[config.mk]
export PLATFORM = sky130hd
export DESIGN_NAME = hazard_unit_mc
export DESIGN_NICKNAME = d
export VERILOG_FILES = /design/src/rtl/hazard_pkg.sv /design/src/rtl/hazard_unit_mc_fsm.sv /design/src/rtl/hazard_unit_mc.sv
export SDC_FILE = /design/constraint.sdc
export NUM_CORES = 1
export LEC_CHECK = 0
export CORE_ASPECT_RATIO = 2
export CORE_MARGIN = 2
export CORE_UTILIZATION = 45
export CTS_CLUSTER_SIZE = 40
export DETAILED_ROUTE_END_ITERATION = 10
export GPL_TIMING_DRIVEN = 1
export PLACE_DENSITY = 0.83
export SYNTH_ARGS = -nofsm -noshare
export SYNTH_HDL_FRONTEND = slang
export SYNTH_SLANG_ARGS = --single-unit
[constraint.sdc]
create_clock -name clk -period 4.4 [get_ports clk]
set_clock_uncertainty 0.15 [all_clocks]
set_input_delay 0.44 -clock clk [delete_from_list [all_inputs] [get_ports clk]]
set_output_delay 0.44 -clock clk [all_outputs]
set_load 0.05 [all_outputs]
[src/rtl/hazard_pkg.sv]
// Shared types and parameter limits for the multi-cycle hazard unit.
package hazard_pkg;

  typedef enum logic [1:0] {
    FWD_RF = 2'b00,
    FWD_W  = 2'b01,
    FWD_M  = 2'b10
  } fwd_sel_t;

  typedef enum logic [1:0] {
    IDLE,
    BUSY,
    DONE
  } mc_state_t;

  localparam int LOAD_LAT_MIN = 1;
  localparam int LOAD_LAT_MAX = 3;
  localparam int MC_LAT_MIN   = 1;
  localparam int MC_LAT_MAX   = 32;

  function automatic int clamp(input int v, input int lo, input int hi);
    if (v < lo) return lo;
    if (v > hi) return hi;
    return v;
  endfunction

  // Counter width that never collapses to zero bits.
  function automatic int cnt_bits(input int n);
    return (n < 2) ? 1 : $clog2(n);
  endfunction

endpackage

[src/rtl/hazard_unit_mc_fsm.sv]
// Multi-cycle Execute stall FSM: holds the pipe while a long op
// occupies Execute, then releases it for one DONE cycle.
module mc_stall_fsm
  import hazard_pkg::*;
#(
  parameter int MC_LAT = 4
) (
  input  logic clk,
  input  logic rst,
  input  logic mc_start_e,
  input  logic pcsrc_e,
  output logic mc_stall,
  output logic mc_busy,
  output logic mc_done
);

  localparam int LAT = clamp(MC_LAT, MC_LAT_MIN, MC_LAT_MAX);
  localparam int CW  = cnt_bits(LAT);
  localparam logic [CW-1:0] LOAD = CW'((LAT > 2) ? LAT - 2 : 0);

  mc_state_t state, state_nx;
  logic [CW-1:0] cnt, cnt_nx;

  always_ff @(posedge clk) begin
    if (!rst) begin
      state <= IDLE;
      cnt   <= '0;
    end else begin
      state <= state_nx;
      cnt   <= cnt_nx;
    end
  end

  always_comb begin
    state_nx = state;
    cnt_nx   = cnt;
    mc_stall = 1'b0;
    mc_done  = 1'b0;
    unique case (state)
      IDLE: begin
        if (mc_start_e && LAT > 1 && !pcsrc_e) begin
          mc_stall = 1'b1;
          if (LAT == 2) begin
            state_nx = DONE;
          end else begin
            state_nx = BUSY;
            cnt_nx   = LOAD;
          end
        end
      end
      BUSY: begin
        mc_stall = 1'b1;
        cnt_nx   = cnt - CW'(1);
        if (cnt == CW'(1)) state_nx = DONE;
      end
      DONE: begin
        mc_done  = 1'b1;
        state_nx = IDLE;
      end
      default: state_nx = IDLE;
    endcase
    if (!rst) begin
      mc_stall = 1'b0;
      mc_done  = 1'b0;
    end
  end

  assign mc_busy = mc_stall;

endmodule

[src/rtl/hazard_unit_mc.sv]
// Pipeline hazard unit: forwarding, multi-bubble load-use,
// multi-cycle Execute stalls and saturating perf counters.
module hazard_unit_mc
  import hazard_pkg::*;
#(
  parameter int REG_AW   = 5,
  parameter int LOAD_LAT = 1,
  parameter int MC_LAT   = 4,
  parameter int CNT_W    = 32
) (
  input  logic              clk,
  input  logic              rst,
  input  logic [REG_AW-1:0] rs1_d,
  input  logic [REG_AW-1:0] rs2_d,
  input  logic [REG_AW-1:0] rs1_e,
  input  logic [REG_AW-1:0] rs2_e,
  input  logic [REG_AW-1:0] rd_e,
  input  logic [REG_AW-1:0] rd_m,
  input  logic [REG_AW-1:0] rd_w,
  input  logic              reg_write_m,
  input  logic              reg_write_w,
  input  logic              mem_read_e,
  input  logic              pcsrc_e,
  input  logic              mc_start_e,
  input  logic              cnt_clr,
  output logic              stall_f,
  output logic              stall_d,
  output logic              stall_e,
  output logic              flush_d,
  output logic              flush_e,
  output logic              flush_m,
  output logic [1:0]        forward_ae,
  output logic [1:0]        forward_be,
  output logic              mc_busy,
  output logic              mc_done,
  output logic [CNT_W-1:0]  stall_cnt,
  output logic [CNT_W-1:0]  flush_cnt
);

  localparam int LL = clamp(LOAD_LAT, LOAD_LAT_MIN, LOAD_LAT_MAX);
  localparam logic [1:0] LU_LOAD = 2'(LL - 1);

  logic       mc_stall;
  logic       lu_hit;
  logic       lu_act;
  logic       br_flush;
  logic [1:0] lu_cnt;

  mc_stall_fsm #(
    .MC_LAT(MC_LAT)
  ) u_fsm (
    .clk       (clk),
    .rst       (rst),
    .mc_start_e(mc_start_e),
    .pcsrc_e   (pcsrc_e),
    .mc_stall  (mc_stall),
    .mc_busy   (mc_busy),
    .mc_done   (mc_done)
  );

  function automatic fwd_sel_t fwd(
    input logic [REG_AW-1:0] rs,
    input logic [REG_AW-1:0] dm,
    input logic [REG_AW-1:0] dw,
    input logic              wm,
    input logic              ww
  );
    if (wm && dm != '0 && dm == rs) return FWD_M;
    if (ww && dw != '0 && dw == rs) return FWD_W;
    return FWD_RF;
  endfunction

  assign forward_ae = rst ? fwd(rs1_e, rd_m, rd_w, reg_write_m, reg_write_w) : FWD_RF;
  assign forward_be = rst ? fwd(rs2_e, rd_m, rd_w, reg_write_m, reg_write_w) : FWD_RF;

  assign lu_hit   = mem_read_e && rd_e != '0 &&
                    (rd_e == rs1_d || rd_e == rs2_d);
  assign lu_act   = lu_hit || lu_cnt != 2'd0;
  assign br_flush = rst && pcsrc_e && !mc_stall;

  always_comb begin
    stall_f = 1'b0;
    stall_d = 1'b0;
    stall_e = 1'b0;
    flush_d = 1'b0;
    flush_e = 1'b0;
    flush_m = 1'b0;
    priority case (1'b1)
      !rst: ;
      mc_stall: begin
        stall_f = 1'b1;
        stall_d = 1'b1;
        stall_e = 1'b1;
        flush_m = 1'b1;
      end
      pcsrc_e: begin
        flush_d = 1'b1;
        flush_e = 1'b1;
      end
      lu_act: begin
        stall_f = 1'b1;
        stall_d = 1'b1;
        flush_e = 1'b1;
      end
      default: ;
    endcase
  end

  // A long op freezes the bubble countdown; a branch discards it.
  always_ff @(posedge clk) begin
    if (!rst)                lu_cnt <= '0;
    else if (mc_stall)       lu_cnt <= lu_cnt;
    else if (pcsrc_e)        lu_cnt <= '0;
    else if (lu_hit)         lu_cnt <= LU_LOAD;
    else if (lu_cnt != 2'd0) lu_cnt <= lu_cnt - 2'd1;
  end

  always_ff @(posedge clk) begin
    if (!rst) begin
      stall_cnt <= '0;
      flush_cnt <= '0;
    end else if (cnt_clr) begin
      stall_cnt <= '0;
      flush_cnt <= '0;
    end else begin
      if (stall_f && stall_cnt != '1)
        stall_cnt <= stall_cnt + CNT_W'(1);
      if (flush_e && br_flush && flush_cnt != '1)
        flush_cnt <= flush_cnt + CNT_W'(1);
    end
  end

endmodule

# Yosys cells after proc, flatten, opt, wreduce, memory -nomap -nowiden
# Index checks and enable logic that the tools add are counted.
classes:
  n_bitwise: 2
  n_reduce_logical: 29
  mux: 41
  addsub: 4
  n_eq_ne: 13
ops:
  columns: ["op", "count"]
  rows:
  - ["32-bit by 1-bit adder with 32-bit output (second input constant)", 2]
  - ["32-bit != test (second input constant)", 2]
  - ["2-bit two-way mux", 16]
  - ["5-bit == test", 6]
  - ["1-bit two-way mux", 22]
  - ["5-bit nonzero test", 3]
  - ["1-bit logical AND", 14]
  - ["2-bit case mux with 2 select lines", 2]
  - ["2-bit AND reduction", 3]
  - ["2-bit by 1-bit == test with 1-bit output (second input constant)", 2]
  - ["2-bit by 1-bit != test with 1-bit output (second input constant)", 2]
  - ["2-bit nonzero test", 2]
  - ["2-bit by 1-bit subtractor with 2-bit output (second input constant)", 2]
  - ["3-bit nonzero test", 1]
  - ["2-bit == test (second input constant)", 1]
  - ["1-bit logical NOT", 2]
  - ["2-bit logical NOT", 1]
  - ["1-bit logical OR", 2]
  - ["1-bit inverter", 2]
  - ["1-bit case mux with 2 select lines", 1]
  - ["2-bit OR reduction", 1]
totals:
  reg_bits: 70
  in_bits: 43
  out_inout_bits: 76
  elab_cells: 94

# Longest topological paths before layout
logic_depth:
  word_depth: 10
  ltp_mapped: 9
  mapped_depth_nobuf: 8

# Cells and area by module
# From an unflattened synthesis, not the netlist that was laid out.
hier_totals:
  cells_unflattened: 476
  area_unflattened_um2: 3933.8
by_module_without_submodules:
  columns: ["mod", "area_per_inst_um2", "cells_each", "seq_area_each_um2", "instances"]
  rows:
  - ["hazard_unit_mc", 3731.1, 452, 1321.3, 1]
  - ["mc_stall_fsm", 202.7, 24, 80.1, 1]

# Worst setup path before layout
# OpenSTA, ideal clock, no wires.
synth_timing:
  path_kind: "input to output"
  start: "input rd_m[1]"
  end: "output forward_ae[0]"
  path_buffers: 0
  arrival_time_ns: 2.791
  required_time_ns: 3.810
  path_stages: 4
  setup_slack_ns: 1.019
  cell_sequence: "or4_1 > o21ai_0 > nor4_1 > nor4_1"
synth_between:
  elab_chain_len: 6
  word_cells_on_any_way: 7
  cone_classes: "eq/ne: 1; mux: 3; reduce/logical: 3"
synth_rtl:
  columns: ["element", "line", "rtl"]
  rows:
  - ["start: declaration", "hazard_unit_mc.sv:18", "input logic [REG_AW-1:0] rd_m,"]
  - ["5-bit nonzero test", "hazard_unit_mc.sv:68", "if (wm && dm != '0 && dm == rs) return FWD_M;"]
  - ["1-bit logical AND", "hazard_unit_mc.sv:68", null]
  - ["1-bit logical AND *", "hazard_unit_mc.sv:68", null]
  - ["1-bit two-way mux *", "hazard_unit_mc.sv:68", null]
  - ["2-bit two-way mux *", "hazard_unit_mc.sv:69", "if (ww && dw != '0 && dw == rs) return FWD_W;"]
  - ["2-bit two-way mux *", "hazard_unit_mc.sv:73", "assign forward_ae = rst ? fwd(rs1_e, rd_m, rd_w, reg_write_m, reg_write_w) : FWD_RF;"]
  - ["end: declaration", "hazard_unit_mc.sv:32", "output logic [1:0] forward_ae,"]
# Every way passes the cells marked *; elsewhere a longest branch is shown, timed or not.

# Final worst setup path
# Same ends and word-level chain as after synthesis.

==> flow_summary.toml <==
[sta]
worst_slack_ns = 0.807
rsz0062_at_grt = "false"
clock.fmax_mhz = 278
post-route-min-period_ns = 3.59
slew_headroom = 0.285
finalHoldViolCount = 0
worst_pin_slew_ns = 1.07
finalCritPeriodShare = 0.817
hold_ws_ns = 0.345
fin_setup_tns_ns = 0
setup_violations = 0
final_max_slew_viol_count = 0

[power]
p_clk_frac = 0.449
p_seq_frac = 0.442
ir_drop_uv = 253
power_frac_comb = 0.109
netSwitchingFraction = 0.241
power.leakage_nw = 1.80
p_sw_mw = 0.349
p_per_area_nw_per_um2 = 261
internal_power_mw = 1.10

[detailed_routing]
drtAntennaViolNets = 0
vias = 4322
drt_pass1_iterations = 5
wirelength_microns = 12300
drtIter0Drc = 255
vias_per_cell = 6.08
drc = 0
routedWlPerCell_microns = 17.3

[global_route]
antenna_found_initial = 0
grt_start_max_net_pins = 60
grt_pass1_vias = 4099
grtUsageTotal = 0.246
grt_pass1_wl_microns = 19600
grt_remaining_overflow = 0

[synth]
synthesis.area_sq_um = 4120
ys.flop_type = "dfxtp_1"
synth_cell_types = 59
syn_area_per_cell_sq_um = 8.26
syn_nets = 545
async_flop_share = 0
synth_warnings = 0
synth_seq_cells = 70
synth-edff-count = 0
synthCells = 498
synth_seq_area_share = 0.341

[setup_path]
worstSetupStartpointType = "input pin"
worstSetupPathType = "input pin to output pin"
cp.arrival_ns = 3.00
worstPathMaxFanout = 3
slowest_stage = "clkdlybuf4s50_1"
cp-end-kind = "output pin"
required_ns = 3.81
reg2reg_depth = 6
crit_path_cell_trace = "clkdlybuf4s50_1 -> or4_1 -> o21ai_0 -> nor4_1 -> nor4_1 -> clkdlybuf4s50_1"
critical-path-max-stage-delay_ns = 0.85

[clock_network]
cts_setup_buffers = 0
numClockSinks = 70
clk_pin_slew_worst_paths_ns = 0.05
cts_hold_buffers = 0
cts_buffer_depth = 2
cts_resized = 0
root_buffer = "clkbuf_16"
cts_tree = "done"
clk_latency_ns = 0.33
htree_levels = 3
cts_inserted_buffers = 9

[finish]
area_delta_synth_final_pct = 34.9
final_cell_mix = "118 x clkdlybuf4s50_1, 70 x dfxtp_1, 49 x nor2_1, 38 x nand2_1, 34 x xor2_1"
nets = 653
n_fill_cell = 765
drive_gt1_frac = 0.0476
diodes = 0
final_common_cell = "clkdlybuf4s50_1"

[floorplan]
core-area_sq_um = 8950
initial_utilization = 0.460
die_x_microns = 71.6
rows = 49
dieArea_sq_um = 9970
io_pins = 119
die_y_microns = 139

[placed_design]
io_buffers = 118
pre_cts_ws_ns = 0.810
gp_congestion = 0.890
dp_hpwl_microns = 9060

[worst_hold_path]
hp-class = "flop to flop"
holdPathStages = 2

[flow_run]
drv_cap = 0

[outcome]
status = "complete, no violations"
-- critical path, delay by kind of cell --
kind / cells / cell delay [ns]
compound gates: 1 / 0.27
buf+inv: 2 / 1.31
simple gates: 3 / 0.98
-- sequential cells by signal (all words and copies together) (netlist names) --
signal	cells
flush_cnt	32
stall_cnt	32
u_fsm.cnt	2
lu_cnt	2
u_fsm.state	2
-- synth_stat cells (4+ instances only) --
| master | n | area share |
|---|---|---|
| dfxtp_1 | 70 | 0.34 |
| nor2_1 | 49 | 0.045 |
| nand2_1 | 38 | 0.035 |
| xor2_1 | 34 | 0.072 |
| nand3_1 | 27 | 0.033 |
| nand4_1 | 23 | 0.035 |
| xnor2_1 | 23 | 0.049 |
| a21oi_1 | 21 | 0.026 |
| nor3_1 | 20 | 0.024 |
| or4_1 | 19 | 0.035 |
| inv_1 | 15 | 0.014 |
| o21ai_0 | 15 | 0.018 |
| and3_1 | 13 | 0.020 |
| or3_1 | 11 | 0.017 |
| and4_1 | 9 | 0.019 |
| clkbuf_1 | 9 | 0.0082 |
| nor4_1 | 9 | 0.014 |
| o211ai_1 | 9 | 0.016 |
| nand2b_1 | 7 | 0.011 |
| buf_4 | 5 | 0.0091 |
| o311ai_0 | 5 | 0.011 |
| o31ai_1 | 5 | 0.0091 |
| o41ai_1 | 5 | 0.011 |
| and2_1 | 4 | 0.0061 |
| buf_2 | 4 | 0.0049 |
| ha_1 | 4 | 0.012 |
| o21ai_1 | 4 | 0.0049 |
-- path summary, 6_finish.rpt --
| kind | to | slack, ns | start |
|---|---|---|---|
| hold reg to reg | lu_cnt[0]$_SDFFE_PN0P_ | 0.35 | lu_cnt[0]$_SDFFE_PN0P_ |
| setup / recovery | forward_ae[0] | 0.81 | rd_m[1] |
| hold / removal | lu_cnt[0]$_SDFFE_PN0P_ | 0.35 | lu_cnt[0]$_SDFFE_PN0P_ |
| setup reg to reg | stall_cnt[9]$_SDFFE_PP0P_ | 1.68 | stall_cnt[19]$_SDFFE_PP0P_ |
-- power by group through the flow --
stage | Combinational, mW | Clock [mW] | Sequential (mW)
after CTS | 0.157 | 0.656 | 0.640
final | 0.157 | 0.650 | 0.640
after global placement | 0.152 | 0 | 0.653
after floorplan | 0.0850 | 0 | 0.655
after detailed placement | 0.157 | 0 | 0.653
after global routing | 0.170 | 0.683 | 0.640
-- layer usage --
layer  routed length, microns  share of wire  up-vias  track usage
met5                        0              0        -            0
met4                      470          0.038        0        0.139
met3                      692          0.056       35       0.0558
met2                     6640           0.54      171        0.442
met1                     4460           0.36     2055        0.252
li1                         -              -     2061            -
-- kinds of logic (layout without fill, tap and decap cells) --
logic type | Yosys count | in the layout | share of synthesized area
xor gates and xnor gates | 57 | 57 | 0.121
buffers and inverters | 38 | 149 | 0.0490
AOI/OAI and AO/OA | 82 | 82 | 0.141
adders and majority gates | 4 | 4 | 0.0122
DFF | 70 | 70 | 0.341
muxes | 3 | 3 | 0.00760
and+or+nand+nor | 244 | 244 | 0.328
-- through the flow --
| stage | cell area [sq um] | cells | total power [mW] | util |
|---|---|---|---|---|
| CTS | 5550 | 711 | 1.45 | 0.620 |
| global route | 5550 | 711 | 1.49 | 0.620 |
| global placement | 5290 | 697 | 0.805 | 0.591 |
| floorplan | 4120 | 498 | 0.740 | - |
| finish | 5550 | 711 | 1.45 | 0.620 |
| detailed placement | 5290 | 697 | 0.810 | 0.591 |
-- final cells by class --
class,count,area [sq um],area share
Tap cell,102,128,0.0230
Sequential cell,70,1400,0.252
Clock inverter,1,7.51,0.00135
Inverter,15,56.3,0.0101
Timing Repair Buffer,120,1200,0.215
Multi-Input combinational cell,390,2510,0.453
Clock buffer,13,250,0.0451
(Power assumes the default switching activity.)
==> RTL edit 1 (same settings) <==
Reset style: asynchronous (`rst`), changed in 3 clocked blocks.
--- a/src/rtl/hazard_unit_mc_fsm.sv
+++ b/src/rtl/hazard_unit_mc_fsm.sv
@@ -21,7 +21,7 @@
   mc_state_t state, state_nx;
   logic [CW-1:0] cnt, cnt_nx;
 
-  always_ff @(posedge clk) begin
+  always_ff @(posedge clk or negedge rst) begin
     if (!rst) begin
       state <= IDLE;
       cnt   <= '0;
--- a/src/rtl/hazard_unit_mc.sv
+++ b/src/rtl/hazard_unit_mc.sv
@@ -107,7 +107,7 @@
   end
 
   // A long op freezes the bubble countdown; a branch discards it.
-  always_ff @(posedge clk) begin
+  always_ff @(posedge clk or negedge rst) begin
     if (!rst)                lu_cnt <= '0;
     else if (mc_stall)       lu_cnt <= lu_cnt;
     else if (pcsrc_e)        lu_cnt <= '0;
@@ -115,7 +115,7 @@
     else if (lu_cnt != 2'd0) lu_cnt <= lu_cnt - 2'd1;
   end
 
-  always_ff @(posedge clk) begin
+  always_ff @(posedge clk or negedge rst) begin
     if (!rst) begin
       stall_cnt <= '0;
       flush_cnt <= '0;
Function: differs if rst is asserted again (counterexample within 4 cycles, from zero or initial values and one cycle with rst low); with rst held inactive, the same outputs for 4 cycles.
==> RTL edit 1 against the unedited design <==
- setup slack lost 0.17 ns
- routed wire length shrank 2.4%
- first-iteration DRC count is 13% higher
- fmax fell by 4.6%
- synthesized area up 4.3%
- cell area grew 5.1%
- sequential cell count did not move
- largest cell class unchanged
Power is not compared: it rests on default switching activity, and its combinational part moved more than twofold at a synthesized area within 25%.
==> RTL edit 1: results (changes against the unedited design) <==
Run status
  • Status: finished, final reports clean (unchanged)

Timing
  • Setup ws final: 0.635 ns (was 0.807 ns)

Routing
  • Met3 wire length: 589 µm (was 692 µm)
  • WL final: 12000 µm (was 12300 µm)
  • Post-DR vias/cell: 6.06 (was 6.08)
  • Starting DRT DRC Count: 287 (was 255)
  • WL/cell: 17.4 µm (was 17.3 µm)

Critical path
  • Worst r2r src: stall_cnt[0] (was stall_cnt[19])
  • Worst reg2reg path endpoint: stall_cnt[5] (was stall_cnt[9])
  • Critical Path Start: rst (was rd_m[1])
  • Worst reg-to-reg path cell count: 7 (was 6)
  • Maximum fanout along the worst path: 34 (was 3)

Synthesis
  • Mux share of post-synthesis cell area: 0.00700 (was 0.00760)
  • Syn nets: 516 (was 545)
  • Sequential area share after synthesis: 0.408 (was 0.341)
  • Syn avg cell area: 9.15 µm² (was 8.26 µm²)
  • Post-synthesis adder-cell area fraction: 0.0117 (was 0.0122)

GRT
  • Met3 global-route usage: 0.0524 (was 0.0558)
  • Global-route wire length before repair: 19200 µm (was 19600 µm)
  • Total track usage: 0.235 (was 0.246)

Min path
  • Worst hold stages: 1 (was 2)
  • Hold_sp: lu_cnt[1] (was lu_cnt[0])
  • Sink of the worst hold path: lu_cnt[1] (was lu_cnt[0])

Placed design
  • Detail Placement HPWL: 8820 µm (was 9060 µm)
  • Setup WS pre-CTS: 0.763 ns (was 0.810 ns)
  • Post-Place Cell Area: 5480 µm² (was 5290 µm²)
  • Routability cong.: 0.866 (was 0.890)
  • Placed cell count: 673 (was 697)
==> RTL edit 1: cell types whose count changed in the layout (fill, tap and decap cells not counted), moves of 8 or more <==
| cell | before | now |
|---|---|---|
| nor2_1 | 49 | 41 |
| dfrtp_1 | 0 | 70 |
| o21ai_1 | 4 | 15 |
| or3_1 | 11 | 26 |
| a21oi_2 | 0 | 10 |
| inv_1 | 15 | 6 |
| dfxtp_1 | 70 | 0 |
==> RTL edit 1: area by class of cell <==
type | instances | area, µm²
flip-flops and latches | 70 | 1750
clock buffers | 13 | 260
fillers | 763 | 3480
clock inverters | 3 | 90.1
multi-input cells | 372 | 2380
well taps | 104 | 130
inverters | 6 | 22.5
repair buffers | 122 | 1210
==> RTL edit 1: timing repair <==
item | CTS | global route
hold buffers | 1 | 0
resized for setup | 0 | 0
hold endpoints to repair | 25 | 0
==> RTL edit 2 (same settings) <==
Made on the original files. `MC_LAT` is set to 4 in 2 places; all go to 5.
--- a/src/rtl/hazard_unit_mc_fsm.sv
+++ b/src/rtl/hazard_unit_mc_fsm.sv
@@ -3,7 +3,7 @@
 module mc_stall_fsm
   import hazard_pkg::*;
 #(
-  parameter int MC_LAT = 4
+  parameter int MC_LAT = 5
 ) (
   input  logic clk,
   input  logic rst,
--- a/src/rtl/hazard_unit_mc.sv
+++ b/src/rtl/hazard_unit_mc.sv
@@ -5,7 +5,7 @@
 #(
   parameter int REG_AW   = 5,
   parameter int LOAD_LAT = 1,
-  parameter int MC_LAT   = 4,
+  parameter int MC_LAT   = 5,
   parameter int CNT_W    = 32
 ) (
   input  logic              clk,
Function: changed (Yosys sat finds a counterexample within 4 cycles, from zero or initial values and one cycle with rst low).
==> RTL edit 2 against the unedited design <==
- worst hold slack worse by 0.028 ns
- non-clock buffer count rose by 1
- cell count shrank 0.98%
- synthesized area is 1.1% lower
- cell area decreased by 0.16%
- highest routed layer unchanged
- register-to-register slack got worse by 0.17 ns
- routed wire length fell by 10%
- total power increased by 5.9%
- die area is 1.0% lower
- sequential cell count is 1 higher
- setup slack lost 0.12 ns
==> RTL edit 2: results (changes against the unedited design) <==
Routing
  • Via Count: 4119 (was 4322)
  • Starting DRT DRC Count: 175 (was 255)
  • Wl on met1: 3790 µm (was 4460 µm)
  • Met3 wire length: 555 µm (was 692 µm)

Cells and area
  • Top Registers: flush_cnt: 32 flops, stall_cnt: 32 flops, u_fsm.cnt: 3 flops (was flush_cnt: 32 flops, stall_cnt: 32 flops)
  • Filler Cell Count: 788 (was 765)
  • Layout cells sized above 1: 0.0615 (was 0.0476)
  • Nets: 646 (was 653)
  • Multi-input logic portion of the cell area: 0.444 (was 0.453)
  • Buffering overhead: 0.217 (was 0.215)
  • Layout inverter count without the clock tree: 11 (was 15)
  • ClkCell Share: 0.0524 (was 0.0464)

GRT
  • Met3 global-route usage: 0.0394 (was 0.0558)
  • M2 GR Usage: 0.444 (was 0.442)
  • Total track usage: 0.227 (was 0.246)
  • GR Util met1: 0.217 (was 0.252)
  • Pin count of the biggest net entering global routing: 50 (was 60)

Placed design
  • Detail Placement HPWL: 8420 µm (was 9060 µm)
  • Post-Place Cell Area: 5250 µm² (was 5290 µm²)
  • Routability cong.: 0.913 (was 0.890)

Critical path
  • Maximum fanout along the worst path: 10 (was 3)
  • Worst path max stage delay: 0.72 ns (was 0.85 ns)

Power and ir drop
  • Net Switching: 0.357 mW (was 0.349 mW)
  • Final Power: 1.53 mW (was 1.45 mW)
  • Worst vdd ir: 185 µV (was 253 µV)
  • Leakage Power: 1.82 nW (was 1.80 nW)
  • Flop pwr share: 0.425 (was 0.442)

Synthesis
  • #FFs+latches synth: 71 (was 70)
  • Commonest cells in the netlist: dfxtp_1 (71), nand2_1 (42), xor2_1 (41) (was dfxtp_1 (70), nor2_1 (49), nand2_1 (38))
  • Synth top area cells: dfxtp_1 (35%), xor2_1 (8.8%), or4_1 (4.1%), a21oi_1 (3.9%), nand2_1 (3.9%) (was dfxtp_1 (34%), xor2_1 (7.2%), xnor2_1 (4.9%), nor2_1 (4.5%), nand4_1 (3.5%))
  • Sequential area share after synthesis: 0.349 (was 0.341)
  • Syn nets: 535 (was 545)

Run status
  • Status: finished, final reports clean (unchanged)

Timing
  • Worst-Margin Slew: 1.10 ns (was 1.07 ns)
RTL edit 2: logic make-up after synthesis:
logic type,Yosys count,share of synthesized area
buf+inv,32,0.0473
mux,3,0.00738
compound gates,90,0.140
fa+ha+maj,5,0.0154
simple gates,233,0.327
flops,71,0.349
xor+xnor,53,0.114
RTL edit 2: worst paths after layout:
path	to	slack, ns	cells after the start	startpoint
max	stall_f	0.69	6	rd_e[1]
min	lu_cnt[0]	0.32	1	lu_cnt[0]
max reg2reg	stall_cnt[21]	1.51	6	stall_cnt[0]
min reg2reg	lu_cnt[0]	0.32	1	lu_cnt[0]
RTL edit 2: worst register-to-register path: cells and delay by family (launching register included):
| kind | cells | cell delay, ns |
|---|---|---|
| AOI/OAI and AO/OA | 1 | 0.15 |
| and+or+nand+nor | 4 | 1.86 |
| DFF | 1 | 0.35 |
| adders and majority gates | 1 | 0.30 |
